## src/rtl/vga_timing_core.sv

```systemverilog
// vga_timing_core
// Builds VGA raster timing from one system clock. A clock divider produces a
// one-clk pixel strobe and a 50% duty pixel clock. The horizontal and vertical
// counters advance on the strobe. Sync and display-enable outputs are decoded
// from the next-count values, so they change in the same clk as the counters.
// A linear visible-pixel index and line/frame start pulses are also provided,
// so a downstream buffer can align its prefetch.
//
// Ports:
//   i_clk           system clock (the only clock)
//   i_rst           synchronous reset, active low
//   i_en            run enable; low holds the raster idle
//   o_vga_clk       pixel clock, period CLK_DIV clk cycles
//   o_pix_stb       one-clk pulse per pixel
//   o_h_count       horizontal position 0..H_TOTAL-1
//   o_v_count       vertical position 0..V_TOTAL-1
//   o_h_sync        horizontal sync, active level SYNC_POL
//   o_v_sync        vertical sync, active level SYNC_POL
//   o_h_en          h_count < H_DISP
//   o_v_en          v_count < V_DISP
//   o_p_count       linear index of the current visible pixel
//   o_p_disp_max    constant H_DISP*V_DISP-1
//   o_line_start    pulse when h_count wraps to 0
//   o_frame_start   pulse when (h,v) wraps to (0,0)
module vga_timing_core #(
  parameter int CLK_DIV  = 4,
  parameter int H_DISP   = 640,
  parameter int H_FP     = 16,
  parameter int H_SYNC   = 96,
  parameter int H_BP     = 48,
  parameter int V_DISP   = 480,
  parameter int V_FP     = 10,
  parameter int V_SYNC   = 2,
  parameter int V_BP     = 33,
  parameter int SYNC_POL = 0
) (
  input  logic        i_clk,
  input  logic        i_rst,
  input  logic        i_en,
  output logic        o_vga_clk,
  output logic        o_pix_stb,
  output logic [10:0] o_h_count,
  output logic [10:0] o_v_count,
  output logic        o_h_sync,
  output logic        o_v_sync,
  output logic        o_h_en,
  output logic        o_v_en,
  output logic [20:0] o_p_count,
  output logic [20:0] o_p_disp_max,
  output logic        o_line_start,
  output logic        o_frame_start
);

  localparam int H_TOTAL = H_DISP + H_FP + H_SYNC + H_BP;
  localparam int V_TOTAL = V_DISP + V_FP + V_SYNC + V_BP;

  localparam logic [3:0]  DIV_LAST  = 4'(CLK_DIV - 1);
  localparam logic [3:0]  DIV_HALF  = 4'(CLK_DIV / 2);
  localparam logic [10:0] H_LAST    = 11'(H_TOTAL - 1);
  localparam logic [10:0] V_LAST    = 11'(V_TOTAL - 1);
  localparam logic [10:0] H_DISP_W  = 11'(H_DISP);
  localparam logic [10:0] V_DISP_W  = 11'(V_DISP);
  localparam logic [10:0] HS_ON     = 11'(H_DISP + H_FP);
  localparam logic [10:0] HS_OFF    = 11'(H_DISP + H_FP + H_SYNC);
  localparam logic [10:0] VS_ON     = 11'(V_DISP + V_FP);
  localparam logic [10:0] VS_OFF    = 11'(V_DISP + V_FP + V_SYNC);
  localparam logic [20:0] P_MAX     = 21'(H_DISP * V_DISP - 1);
  localparam logic        SYNC_ACT  = (SYNC_POL != 0);

  // IDLE: held at rest. ARM: divider running, no pixel yet; the first strobe
  // starts the raster at (0,0). RUN: normal raster.
  typedef enum logic [1:0] {ST_IDLE, ST_ARM, ST_RUN} state_t;

  state_t      r_state, w_state_next;
  logic [3:0]  r_div, w_div_next;
  logic [10:0] r_h, w_h_next;
  logic [10:0] r_v, w_v_next;
  logic [20:0] r_p, w_p_next;
  logic        r_vga_clk, r_pix_stb, r_h_sync, r_v_sync;
  logic        r_h_en, r_v_en, r_line_start, r_frame_start;
  logic        w_tick, w_active, w_ls_next, w_fs_next;
  logic        w_h_en_next, w_v_en_next, w_hs_next, w_vs_next, w_vga_next;

  always_comb begin
    // Defaults are the idle values; en low falls straight through to them.
    w_state_next = ST_IDLE;
    w_div_next   = '0;
    w_h_next     = '0;
    w_v_next     = '0;
    w_p_next     = '0;
    w_tick       = 1'b0;
    w_active     = 1'b0;
    w_ls_next    = 1'b0;
    w_fs_next    = 1'b0;
    if (i_en) begin
      case (r_state)
        ST_IDLE: w_state_next = ST_ARM;
        ST_ARM: begin
          w_state_next = ST_ARM;
          w_div_next   = r_div + 4'd1;
          if (w_div_next == DIV_LAST) begin
            w_state_next = ST_RUN;
            w_tick       = 1'b1;
            w_active     = 1'b1;
            w_ls_next    = 1'b1;
            w_fs_next    = 1'b1;
          end
        end
        ST_RUN: begin
          w_state_next = ST_RUN;
          w_active     = 1'b1;
          w_div_next   = (r_div == DIV_LAST) ? 4'd0 : r_div + 4'd1;
          w_h_next     = r_h;
          w_v_next     = r_v;
          w_p_next     = r_p;
          if (w_div_next == DIV_LAST) begin
            w_tick = 1'b1;
            if (r_h == H_LAST) begin
              w_h_next  = '0;
              w_ls_next = 1'b1;
              if (r_v == V_LAST) begin
                w_v_next  = '0;
                w_fs_next = 1'b1;
              end else begin
                w_v_next = r_v + 11'd1;
              end
            end else begin
              w_h_next = r_h + 11'd1;
            end
            // Frame clear wins; otherwise count the pixel just left if visible.
            if (w_fs_next)
              w_p_next = '0;
            else if (r_h_en && r_v_en)
              w_p_next = r_p + 21'd1;
          end
        end
        default: ;
      endcase
    end
    // Decode from next counts so the registered outputs line up with them.
    w_h_en_next = w_active && (w_h_next < H_DISP_W);
    w_v_en_next = w_active && (w_v_next < V_DISP_W);
    w_hs_next   = (w_active && w_h_next >= HS_ON && w_h_next < HS_OFF) ? SYNC_ACT : ~SYNC_ACT;
    w_vs_next   = (w_active && w_v_next >= VS_ON && w_v_next < VS_OFF) ? SYNC_ACT : ~SYNC_ACT;
    w_vga_next  = (w_div_next >= DIV_HALF);
  end

  always_ff @(posedge i_clk) begin
    if (!i_rst) begin
      r_state       <= ST_IDLE;
      r_div         <= '0;
      r_h           <= '0;
      r_v           <= '0;
      r_p           <= '0;
      r_vga_clk     <= 1'b0;
      r_pix_stb     <= 1'b0;
      r_h_sync      <= ~SYNC_ACT;
      r_v_sync      <= ~SYNC_ACT;
      r_h_en        <= 1'b0;
      r_v_en        <= 1'b0;
      r_line_start  <= 1'b0;
      r_frame_start <= 1'b0;
    end else begin
      r_state       <= w_state_next;
      r_div         <= w_div_next;
      r_h           <= w_h_next;
      r_v           <= w_v_next;
      r_p           <= w_p_next;
      r_vga_clk     <= w_vga_next;
      r_pix_stb     <= w_tick;
      r_h_sync      <= w_hs_next;
      r_v_sync      <= w_vs_next;
      r_h_en        <= w_h_en_next;
      r_v_en        <= w_v_en_next;
      r_line_start  <= w_ls_next;
      r_frame_start <= w_fs_next;
    end
  end

  assign o_vga_clk     = r_vga_clk;
  assign o_pix_stb     = r_pix_stb;
  assign o_h_count     = r_h;
  assign o_v_count     = r_v;
  assign o_h_sync      = r_h_sync;
  assign o_v_sync      = r_v_sync;
  assign o_h_en        = r_h_en;
  assign o_v_en        = r_v_en;
  assign o_p_count     = r_p;
  assign o_p_disp_max  = P_MAX;
  assign o_line_start  = r_line_start;
  assign o_frame_start = r_frame_start;

endmodule

```

## config.mk

```make
export PLATFORM = sky130hd
export DESIGN_NAME = vga_timing_core
export DESIGN_NICKNAME = d
export VERILOG_FILES = /design/src/rtl/vga_timing_core.sv
export SDC_FILE = /design/constraint.sdc
export NUM_CORES = 1
export LEC_CHECK = 0
export BUFFER_PORTS_ARGS = -buffer_cell sky130_fd_sc_hd__buf_2
export CAP_MARGIN = 20
export CORE_MARGIN = 10
export CORE_UTILIZATION = 40
export DETAILED_ROUTE_END_ITERATION = 7
export SETUP_SLACK_MARGIN = 0.3
export SYNTH_ARGS = -nofsm -noshare
export SYNTH_HDL_FRONTEND = slang
export SYNTH_SLANG_ARGS = --single-unit
```

## constraint.sdc

```tcl
create_clock -name i_clk -period 3.4 [get_ports i_clk]
set_input_delay 0.51 -clock i_clk [delete_from_list [all_inputs] [get_ports i_clk]]
set_output_delay 0.51 -clock i_clk [all_outputs]
set_load 0.005 [all_outputs]
```

==> flow_summary.json, run 1 <==
{
  "hold_viol": 0,
  "vias": 2759,
  "grt_pass1_vias": 2638,
  "io_pins": 75,
  "clockBufferDepth": 2,
  "worstPathRequired_ns": 3.61,
  "power.share.clock": 0.535,
  "r2r_slack_ns": 0.61,
  "switching_power_uw": 296,
  "yosysMostFrequentCell": "dfxtp_1",
  "grt_max_degree": 30,
  "wire_per_inst_um": 14.7,
  "async_flop_share": 0,
  "drive_above_1_share": 0.187,
  "fin_ws_ns": 0.614,
  "comb_power_share": 0.010,
  "fill_cells": 801,
  "rsz0062_at_grt": "no",
  "place_ws_ns": 0.682,
  "p_int_uw": 1170,
  "arrival_ns": 3.00,
  "final_cell_count_no_fill": 541,
  "drv_cap": 0,
  "pwr-share-seq": 0.455,
  "cts_tree": "done",
  "crit_type": "flop to flop",
  "cts_hold_buf": 0,
  "r2r_end": "o_h_sync",
  "endpoint": "o_h_sync",
  "die_h_um": 109,
  "routed_wl_mm": 7.96,
  "crit_fanout": 8,
  "ant_nets": 0,
  "syn_area_per_cell_um2": 8.18,
  "setup_viol": 0,
  "totalPowerFinal_uw": 1470,
  "htreeDepth": 3,
  "dp.cells": 525,
  "synthTopCellsByCount": "dfxtp_1 (57), nor2_1 (49), nand2_1 (32), xnor2_1 (27), buf_4 (22)",
  "first_pass_iters": 4,
  "cts_sinks": 57,
  "synth_top_area_cell": "dfxtp_1",
  "cts_buffers": 9,
  "overflow": 0,
  "holdWs_ns": 0.481,
  "maxSlewHeadroom": 0.499,
  "synth_edf_count": 0,
  "max_freq_mhz": 359,
  "die_w_um": 109,
  "cp-end-kind": "flop",
  "synth.distinct_cells": 50,
  "slew_viol_final": 0,
  "tightest_slew_ns": 0.752,
  "layout_min_cycle_time_ns": 2.79,
  "core_mm2": 0.00769,
  "tns_ns": 0,
  "synth_top_area_frac": 0.364,
  "power.density_mw_per_mm2": 403,
  "antenna_found_initial": 0,
  "fin_skew_ns": 0.00983,
  "nNetsFinal": 448,
  "die-area_mm2": 0.0118,
  "grt_pass1_wl_mm": 13.1,
  "post-cts-setup-buffers": 0,
  "ys_top_cells_by_area": "dfxtp_1 (36%), xnor2_1 (7.5%), nor2_1 (5.9%)",
  "r2r_cells": 7,
  "grt_use_total": 0.137,
  "cp-startpoint": "r_div[1]",
  "ys_warn_count": 0,
  "gp_congestion": 0.876,
  "r2r_start": "r_div[1]",
  "p_sw_frac": 0.201,
  "hp-start": "r_div[0]",
  "start_util": 0.408,
  "via_per_inst": 5.10,
  "syn_inst": 383,
  "antenna_cells": 0,
  "num_rows": 32,
  "worstSetupStartpointType": "flop",
  "drtIter0Drc": 115,
  "clk_latency_ns": 0.35,
  "remaining_drc_errors": 0,
  "area_growth_pct": 16.4,
  "total_leakage_power_uw": 0.00140,
  "ys_ff_latch": 57,
  "cts_resized": 0,
  "clkTransAtPathRegs_ns": 0.06,
  "yosys_most_used_dff": "dfxtp_1",
  "ir_drop_uv": 176,
  "dp_hpwl_mm": 5.79,
  "root_buffer": "clkbuf_8",
  "post-route-period-util": 0.820,
  "synth_area_mm2": 0.00313,
  "status": "finished clean",
  "hp-class": "flop to flop",
  "ys_seq_area_frac": 0.364,
  "io_buffers": 53
}
[layer usage]
layer,GRT usage,part of all wire,routed length [um],vias up
met5,0,0,0,-
met3,0.0523,0.088,697,11
met1,0.174,0.46,3630,1266
met2,0.208,0.44,3510,83
met4,0.0452,0.015,116,0
li1,-,-,-,1399
[critical path, cell delays in order, from the launching register on]
cell       delay (ns)
dfxtp_1          0.39
ha_1             0.27
or2b_1           0.28
o22ai_2          0.27
o2111ai_1        0.17
xor2_1           0.19
or4_1            0.55
or4_1            0.53
[logic make-up (layout without fill, tap and decap cells)]
logic type	count (synthesis)	after routing	synth area share
multiplexers	3	3	0.00998
buffers and inverters	49	86	0.0882
AO/OA/AOI/OAI	44	44	0.0922
XOR/XNOR	38	38	0.106
flip-flops	57	57	0.364
AND/OR/NAND/NOR	179	179	0.293
adder cells (fa/ha/maj)	11	11	0.0439
other	2	21	0.00240
[cell usage in the layout (no fill, tap or decap), types with 3 or more instances in the layout]
master / n
nor2b_1: 3
or4_1: 3
nor2_1: 49
bufinv_16: 3
o2111ai_1: 4
nand2_1: 32
and2_1: 3
nand2b_1: 3
nor3_1: 12
buf_4: 5
clkinv_2: 3
o21ai_0: 7
clkbuf_8: 10
inv_1: 12
ha_1: 11
nand3_1: 19
xnor2_1: 27
nand4_1: 12
xor2_1: 11
conb_1: 21
nor4_1: 17
a21oi_1: 15
dfxtp_1: 57
buf_2: 53
a211oi_1: 4
and3_1: 11
[registers in the layout (all words and copies together) (netlist names), 2 cells and up]
signal,count
r_div,4
r_state,2
o_h_count,11
o_v_count,11
o_p_count,21
[metrics by stage]
stage / utilization / area [um^2]
after floorplan: - / 3210
after global placement: 0.443 / 3400
after detailed placement: 0.443 / 3400
after CTS: 0.474 / 3650
after global routing: 0.474 / 3650
final: 0.474 / 3650
[area by class of cell]
class,instances,area [um^2],share of cell area
Timing Repair Buffer,58,303,0.0830
Multi-Input combinational cell,296,1790,0.490
Inverter,12,45.0,0.0123
Clock buffer,10,138,0.0377
Tap cell,102,128,0.0350
Sequential cell,57,1140,0.313
Clock inverter,6,105,0.0288
[power by group through the flow]
stage               logic, uW  registers, uW  clock network, uW
floorplan                26.2            684                  0
global placement         12.8            684                  0
detailed placement       12.9            684                  0
CTS                      12.9            669                800
global route             16.3            669                829
finish                   14.3            669                786
[worst min-delay path by stage]
stage / slack, ns / depth (start not counted) / to
after CTS: 0.48 / 2 / o_h_count[4]
after floorplan: 0.44 / 1 / r_div[0]
final: 0.48 / 1 / r_div[0]
after global routing: 0.49 / 2 / o_h_count[4]
after detailed placement: 0.46 / 1 / r_div[0]
after global placement: 0.46 / 1 / r_div[0]
No activity file was read; power rests on OpenSTA's default activity.
==> run 2: changes to the inputs <==
- ABC_AREA: not set -> 1
- clock period: 3.4 -> 2.9 ns (I/O delays scaled with it)
==> flow_summary.json, run 2 <==
{
  "synth_top_area_frac": 0.326,
  "remaining_drc_errors": 0,
  "clkTransAtPathRegs_ns": 0.06,
  "crit_slowest_cell": "dfxtp_1",
  "worstPathRequired_ns": 3.16,
  "yosys_most_used_dff": "dfxtp_1",
  "wire_per_inst_um": 13.5,
  "syn_inst": 531,
  "cts_resized": 0,
  "hold_path_end": "r_state[0]",
  "antenna_cells": 0,
  "area_growth_pct": 13.2,
  "fin_skew_ns": 0.0140,
  "mostFrequentLayoutCells": "nand2_1 (132), nor2_1 (75), inv_1 (63), dfxtp_1 (57), buf_2 (53)",
  "cts_sinks": 57,
  "synth_top_area_cell": "dfxtp_1",
  "synth_compound_area_frac": 0.0848,
  "synth_area_mm2": 0.00350,
  "fill_cells": 931,
  "dp_hpwl_mm": 7.30,
  "final_area_mm2": 0.00396,
  "r2r_end": "o_p_count[17]",
  "grt_use_total": 0.143,
  "synth.distinct_cells": 39,
  "die_w_um": 113,
  "post-cts-setup-buffers": 0,
  "io_buffers": 53,
  "multiInputGateArea_mm2": 0.00197,
  "regArea_mm2": 0.00114,
  "tns_ns": 0,
  "ys_top_cells_by_area": "dfxtp_1 (33%), nand2_1 (14%), nor2_1 (8.1%)",
  "hold_viol": 0,
  "r2r_cells": 13,
  "async_flop_share": 0,
  "num_rows": 34,
  "synthTopCellsByCount": "nand2_1 (132), nor2_1 (75), inv_1 (63), dfxtp_1 (57), nand3_1 (37)",
  "crit_type": "flop to flop",
  "post-route-period-util": 0.796,
  "cts_tree": "done",
  "ys_warn_count": 0,
  "power.density_mw_per_mm2": 383,
  "grt_max_degree": 28,
  "syn_area_per_cell_um2": 6.58,
  "r2r_slack_ns": 0.59,
  "holdPathStages": 3,
  "crit_fanout": 14,
  "vias": 3498,
  "synth_xor_xnor_area_share": 0.0150,
  "hp-start": "i_en",
  "layout_min_cycle_time_ns": 2.31,
  "synthMuxAreaShare": 0,
  "yosys.area_share.simple": 0.398,
  "first_pass_iters": 4,
  "ant_nets": 0,
  "arrival_ns": 2.57,
  "drv_cap": 0,
  "post_dp_cell_area_mm2": 0.00376,
  "worstSetupStartpointType": "flop",
  "setup_viol": 0,
  "r2r_start": "r_div[1]",
  "routed_wl_mm": 9.47,
  "grt_pass1_vias": 3313,
  "final_common_cell": "nand2_1",
  "hp-class": "input port to flop",
  "overflow": 0,
  "clk_latency_ns": 0.33,
  "synth_top_family_by_area": "simple AND/OR/NAND/NOR gates",
  "drtIter0Drc": 217,
  "slew_viol_final": 0,
  "ir_drop_uv": 230,
  "tightest_slew_ns": 0.566,
  "gp_congestion": 0.871,
  "nNetsFinal": 602,
  "io_pins": 75,
  "drive_above_1_share": 0.165,
  "cts_buffers": 9,
  "ys_ff_latch": 57,
  "cts_hold_buf": 0,
  "antenna_found_initial": 0,
  "grt_pass1_wl_mm": 15.4,
  "core_mm2": 0.00859,
  "synth_edf_count": 0,
  "yosysMostFrequentCell": "nand2_1",
  "via_per_inst": 4.99,
  "totalPowerFinal_uw": 1510,
  "ys_seq_area_frac": 0.326,
  "maxSlewHeadroom": 0.621,
  "root_buffer": "clkbuf_8",
  "cp_slowest_stage_delay_ns": 0.41,
  "path_cells": "ha_1, inv_1, nand2_1, nand2_2, nand2_2, nand2_2, nor2_8, nand3_4, nand2_2, nand3_1, o21ai_1, nand2_1, nor2_1",
  "total_leakage_power_uw": 0.00174,
  "htreeDepth": 3,
  "start_util": 0.407,
  "rsz0062_at_grt": "no",
  "cpMostUsedCell": "nand2_2",
  "status": "finished clean",
  "die-area_mm2": 0.0129,
  "cp-startpoint": "r_div[1]",
  "cp-end-kind": "flop",
  "die_h_um": 113,
  "max_freq_mhz": 433,
  "clockBufferDepth": 2,
  "synthAdderAreaFrac": 0.0394,
  "largest_reg_flops": 21
}
## run 2: kinds of logic after synthesis
kind of cell | Yosys count
simple gates | 306
buf+inv | 96
flops | 57
compound gates | 53
fa+ha+maj | 11
xor+xnor | 6
other cells | 2
## run 2: worst max-delay path by stage
| stage | to | cells after the start |
|---|---|---|
| 2_1_floorplan | o_v_sync | 13 |
| 3_3_place_gp | o_p_count[12] | 14 |
| 3_5_place_dp | o_p_count[12] | 14 |
| 4_1_cts | o_p_count[12] | 14 |
| 5_1_grt | o_p_count[17] | 13 |
| 6_report | o_p_count[17] | 13 |
## run 2: cell type report
type,count,share of cell area
tap,108,0.0341
clock buffer,10,0.0322
timing repair buffer,53,0.0670
clock inverter,6,0.0149
inverter,69,0.0658
multi-input combinational,398,0.498
sequential,57,0.288
## run 2: worst max-delay path: cells and delay by family, from the launching register on
kind	cells	cell delay (ns)
and+or+nand+nor	10	1.36
DFF	1	0.41
adders and majority gates	1	0.23
AOI/OAI and AO/OA	1	0.18
buffers and inverters	1	0.06
## run 2: power by group
part           switching (uW)  total [uW]  internal [uW]  leakage (uW)
Combinational            15.7        19.0           3.31       0.00118
Clock                     319         711            392     0.0000998
Sequential              0.739         784            784      0.000459
Total                     335        1510           1180       0.00174
## run 2: routing by layer
layer  wire (um)  track usage
met2        4640        0.245
met5           0            0
met1        4100        0.162
met3         575       0.0488
met4         155       0.0474
## run 2: per-stage QoR
| stage | hold slack (ns) | std cells | setup WS (ns) | util |
|---|---|---|---|---|
| final | 0.411 | 701 | 0.593 | 0.461 |
| after detailed placement | 0.477 | 684 | 0.581 | 0.438 |
| after CTS | 0.399 | 700 | 0.559 | 0.459 |
| after floorplan | 0.441 | 550 | 1.16 | - |
| after global routing | 0.404 | 701 | 0.348 | 0.461 |
| after global placement | 0.457 | 684 | 0.734 | 0.438 |
